### src/rtl/c432_lock_pkg.sv
// c432_lock_pkg: shared state encoding, default widths and key check fold
package c432_lock_pkg;
    typedef enum logic [2:0] {IDLE, SHIFT, CHECK, ACTIVE, LOCKOUT} state_t;
    localparam int DEF_KEY_W = 12;
    localparam int DEF_CHK_W = 4;
    function automatic logic [DEF_CHK_W-1:0] chk_fold(input logic [DEF_KEY_W-1:0] k);
        chk_fold = '0;
        for (int i = 0; i < DEF_KEY_W / DEF_CHK_W; i++)
            chk_fold ^= k[i*DEF_CHK_W +: DEF_CHK_W];
    endfunction
endpackage

### src/rtl/key_chk_fold.sv
// key_chk_fold: XOR-fold of a key into CHK_W check bits
module key_chk_fold #(
    parameter int KEY_W = 12,
    parameter int CHK_W = 4
) (
    input  logic [KEY_W-1:0] key,
    output logic [CHK_W-1:0] chk
);
    always_comb begin
        chk = '0;
        for (int i = 0; i < KEY_W / CHK_W; i++)
            chk ^= key[i*CHK_W +: CHK_W];
    end
endmodule

### src/rtl/c432_key_ctrl.sv
// c432_key_ctrl: serial key loader with check nibble, failure count and sticky lockout
module c432_key_ctrl
    import c432_lock_pkg::*;
#(
    parameter int KEY_W    = DEF_KEY_W,
    parameter int CHK_W    = DEF_CHK_W,
    parameter int MAX_FAIL = 3
) (
    input  logic                          clk,
    input  logic                          rst_n,
    input  logic                          bit_valid,
    input  logic                          bit_sof,
    input  logic                          bit_data,
    output logic                          bit_ready,
    input  logic                          key_clr,
    output logic [KEY_W-1:0]              key_o,
    output logic                          key_valid,
    output logic                          busy,
    output logic                          load_err,
    output logic                          locked,
    output logic [$clog2(MAX_FAIL+1)-1:0] fail_cnt
);
    localparam int FRAME_W = KEY_W + CHK_W;
    localparam int CW = $clog2(FRAME_W);
    localparam int FW = $clog2(MAX_FAIL + 1);
    state_t state, nxt;
    logic [CW-1:0] cnt;
    logic [FRAME_W-1:0] shadow;
    logic [CHK_W-1:0] chk;
    logic [FW-1:0] fail_nxt;
    logic beat, sof, clr, match, checking;
    key_chk_fold #(.KEY_W(KEY_W), .CHK_W(CHK_W)) u_fold (.key(shadow[KEY_W-1:0]), .chk(chk));
    assign bit_ready = rst_n && (state == IDLE || state == SHIFT || state == ACTIVE);
    assign beat      = bit_valid && bit_ready;
    assign sof       = beat && bit_sof;
    assign clr       = key_clr && state != LOCKOUT;
    assign match     = chk == shadow[FRAME_W-1:KEY_W];
    assign checking  = state == CHECK && !clr;
    assign fail_nxt  = fail_cnt == FW'(MAX_FAIL) ? fail_cnt : fail_cnt + 1'b1;
    always_comb begin
        nxt = state;
        if (clr)
            nxt = IDLE;
        else
            case (state)
                IDLE, ACTIVE: nxt = sof ? SHIFT : state;
                SHIFT:   nxt = beat && !bit_sof && cnt == CW'(FRAME_W-1) ? CHECK : SHIFT;
                CHECK:   nxt = match ? ACTIVE : fail_nxt == FW'(MAX_FAIL) ? LOCKOUT : IDLE;
                LOCKOUT: nxt = LOCKOUT;
                default: nxt = IDLE;
            endcase
    end
    always_ff @(posedge clk) begin
        if (!rst_n) begin
            state     <= IDLE;
            cnt       <= '0;
            shadow    <= '0;
            key_o     <= '0;
            key_valid <= 1'b0;
            busy      <= 1'b0;
            load_err  <= 1'b0;
            locked    <= 1'b0;
            fail_cnt  <= '0;
        end else begin
            state     <= nxt;
            key_valid <= nxt == ACTIVE;
            busy      <= nxt == SHIFT || nxt == CHECK;
            locked    <= nxt == LOCKOUT;
            load_err  <= checking && !match;
            if (checking && !match)
                fail_cnt <= fail_nxt;
            if (checking && match)
                key_o <= shadow[KEY_W-1:0];
            else if (nxt != ACTIVE)
                key_o <= '0;
            if (clr || state == CHECK)
                shadow <= '0;
            else if (sof) begin
                shadow <= FRAME_W'(bit_data);
                cnt    <= CW'(1);
            end else if (beat && state == SHIFT) begin
                shadow[cnt] <= bit_data;
                cnt         <= cnt + 1'b1;
            end
        end
    end
endmodule

### config.mk
export PLATFORM = sky130hd
export DESIGN_NAME = c432_key_ctrl
export DESIGN_NICKNAME = d
export VERILOG_FILES = /design/src/rtl/c432_lock_pkg.sv /design/src/rtl/key_chk_fold.sv /design/src/rtl/c432_key_ctrl.sv
export SDC_FILE = /design/constraint.sdc
export NUM_CORES = 1
export LEC_CHECK = 0
export CAP_MARGIN = 20
export CORE_MARGIN = 8
export CORE_UTILIZATION = 49
export CTS_CLUSTER_DIAMETER = 120
export DETAILED_ROUTE_END_ITERATION = 6
export PLACE_DENSITY_LB_ADDON = 0.12
export SLEW_MARGIN = 15
export SYNTH_ARGS = -nofsm -noshare
export SYNTH_HDL_FRONTEND = slang
export SYNTH_HIERARCHICAL = 1
export SYNTH_SLANG_ARGS = --single-unit
### constraint.sdc
create_clock -name clk -period 1.8 [get_ports clk]
set_input_delay 0.18 -clock clk [delete_from_list [all_inputs] [get_ports clk]]
set_output_delay 0.18 -clock clk [all_outputs]
set_load 0.03 [all_outputs]
==> summary.md <==
| Metric | Value |
|---|---|
| Post-Syn Instances | 213 |
| Post-Syn Area per Cell | 9.669 µm² |
| Longest individual stage delay on the worst path | between 0.4 and 0.5 ns |
| Top area cells in the synthesized netlist | dfxtp_1 40%, a22o_1 6.4%, xor3_1 4.6%, buf_6 3.8%, a21oi_1 3.6% |
| HPWL Detailed | about 3.8 mm |
| Final min period | around 1.9 ns |
| Die Height | around 81 µm |
| Cell at the root of the clock tree | clkbuf_8 |
| Floorplan core area | ~0.0040 mm² |
| Global placement routability congestion | 0.8912 |
| Nets in the synthesized netlist | 223 |
| Clock latency reported for the late side of the worst-skew pair | 0.30 ns |
| Die Width | 80.83 µm |
| Slowest stage cell on the critical path | xor3_2 |
| Number of vias in the routed layout | 1805 |
| Post-Synthesis Cell Area | 0.002059 mm² |
| Biggest fanout along the worst timing path | 6 |
| Clock tree from TritonCTS | built |
| Average wire length per cell after detail routing | 17.35 µm |
| Max-Slew Margin vs Limit | 0.6219 |
| Flip-flop cell with the highest count after synthesis | dfxtp_1 |
| Pwr/cell area | between 600 and 700 mW/mm² |
| Area after detailed placement | 0.002424 mm² |
| Most common cell after layout, fill and taps aside | dfxtp_1 |
| Flip-flop and latch count after synthesis | 41 |
| Post-synthesis sequential area ratio | 0.3985 |
| First-pass iteration count of the detailed router | 4 |
| Floorplan die area | 0.006533 mm² |
| Vias in the first global route | approximately 1.8k |
| Final antenna diode count | 0 |
| Kind of capture point of the worst setup path | register |
| Cells along the critical path | xor3_2 -> xor2_2 -> nor4_4 -> buf_4 -> and4_4 -> a22o_1 |
| First-pass GRT wire length | about 8.6 mm |
| Arrival time at the worst endpoint | approximately 2.2 ns |
| Clk sinks | 41 |
| Count of hold buffers inserted by post-cts repair | 0 |
| Worst clock skew | 0.006988 ns |
| Type of the worst setup path | reg -> reg |
| Final-report max-slew violation count | 0 |
| Violation count after the first detailed-routing iteration | roughly 150 |
| Final worst setup slack | -0.1175 ns |
| Total non-filler cell area in the finished layout | 0.002624 mm² |
| Number of warning messages in the yosys log | 6 |
| CP Buf/Inv Count | 1 |
| Overflow left after global routing | 0 |
| Layout net count | between 200 and 300 |
| Input/output buffers | 24 |
| Number of buffers created by CTS | 5 |
| Failing checks | setup timing |
| Final Hold Violating Endpoints | 0 |
| Final ANT Viol Nets | 0 |
| Pin count of the biggest net entering global routing | 16 |
| Final design utilization | 0.6512 |
| Growth of design area from synthesis to finish | 27.40% |
| Register clock-pin slew on the reported worst setup and hold paths | 0.08 ns |
| Pre-CTS setup slack | -0.1618 ns |
| Initial standard-cell utilization of the core | 0.5112 |
| Fraction of synthesis flops using an asynchronous set or reset pin | 0 |
| Crit path max-delay family | XOR/XNOR gates |
| Filler-free cell count of the finished design | 308 |
| Worst setup SP type | register |
| Static leakage power | 0.9610 nW |
| Max Clock Freq | 521.5 MHz |
| Max H-tree Level | 2 |
| Routed wire length | 5.343 mm |
| Total routing usage reported by global routing | 0.1675 |
| IO Count | 25 |
| Leading cell types in the layout, fill and taps excluded | 39 x dfxtp_1, 28 x buf_4, 23 x clkdlybuf4s50_1 |
| RSZ-0062 raised after global routing | yes |
| Final worst-path cycle share | 1.065 |
| Min-delay worst type | reg -> reg |
| Peak supply drop | 0.0005127 V |
| Required time of the critical path | 2.04 ns |
| Outcome | finished, violations left |
| Number of synthesized flops with an enable pin | 0 |
| Total of endpoints with negative setup slack in the final report | 20 |
| Cell taking the most area after synthesis | dfxtp_1 |
| Slew @ Worst Pin | 0.5659 ns |
| Post-route DRC violation count | 0 |
| Longest Clk Path Bufs | 2 |
| Instance count after placement with tap cells included | 295 |
| Antenna violations before repair | 0 |
| Fraction of layout instances using a drive strength above 1 | 0.2481 |
| Number of maximum-capacitance violations | 0 |
| Worst slack on hold paths | 0.4839 ns |
| Number of different library cells in the post-synthesis netlist | 50 |
| Proportion of netlist area held by the largest area contributor | 0.3985 |
| Row Count | 23 |
| Vias per cell | 5.860 |
[sequential cells by signal (all words and copies together) (netlist names)]
signal / count
busy: 1
cnt: 4
fail_cnt: 2
key_o: 12
key_valid: 1
load_err: 1
locked: 1
shadow: 16
state: 3
[area by class of cell]
type / count / area [µm²]
clock buffers: 6 / 82.58
flip-flops and latches: 41 / 823.3
well taps: 50 / 62.56
multi-input cells: 153 / 1142
fillers: 324 / 1405
repair buffers: 52 / 460.4
clock inverters: 2 / 37.54
inverters: 4 / 15.01
[power by group]
part / leakage [nW] / total, W / internal [W] / switching, W
logic: 0.572 / 0.000102 / 0.0000448 / 0.0000571
clock network: 0.0574 / 0.000780 / 0.000451 / 0.000329
registers: 0.331 / 0.000911 / 0.000908 / 0.00000305
[path summary, 6_finish.rpt]
| check | start | to | slack, ns | cells past startpoint |
|---|---|---|---|---|
| worst min register to register | key_o[5] | key_o[5] | 0.48 | 1 |
| worst max register to register | shadow[10] | key_o[0] | -0.12 | 6 |
| worst min-delay path | key_o[5] | key_o[5] | 0.48 | 1 |
| worst max-delay path | shadow[10] | key_o[0] | -0.12 | 6 |
[worst reg2reg max path, cell delays in order, from the launching register on]
cell     delay, ns
dfxtp_2       0.33
xor3_2        0.46
xor2_2        0.18
nor4_4        0.30
buf_4         0.17
and4_4        0.27
a22o_1        0.15
[routing by layer]
metal  GRT usage  up-vias  part of all wire
li1            -      870                 -
met1      0.1999      878              0.45
met2      0.2751       48              0.47
met3     0.04857        9             0.054
met4     0.07143        0             0.017
met5           0        -                 0
[cell usage after synthesis, types with 3 or more instances]
master   instances
inv_1            4
nand4_1          8
nor3_1           9
nand2_1         16
mux2i_1          4
buf_1            3
xor3_1           4
dfxtp_1         41
o21ai_0         12
a21oi_1         15
ha_1             4
nand3_1          7
nor2_1          15
xor2_1           5
a22o_1          15
nor2b_1          3
buf_6            7
[repair_timing]
item / 4_1_cts / 5_1_grt
setup buffers: 4 / 0
pin swaps: 6 / 2
gates cloned: 1 / 0
setup endpoints to repair: 20 / 22
resized for setup: 7 / 3
[stage by stage]
step / TNS [ns] / total power (W)
finish: -1.525 / 0.001793
CTS: -1.051 / 0.001814
global placement: -1.210 / 0.001026
detailed placement: -2.225 / 0.001028
global route: -3.293 / 0.001856
floorplan: -0.5646 / 0.0009846
[kinds of logic (layout without fill, tap and decap cells)]
kind of cell,count (synthesis),after routing,synth area share
simple gates,77,78,0.2230
compound gates,58,58,0.1975
flops,41,41,0.3985
buf+inv,20,64,0.06986
xor+xnor,9,9,0.06743
fa+ha+maj,4,4,0.02430
mux,4,4,0.01944
No activity file was read; power rests on OpenSTA's default activity.
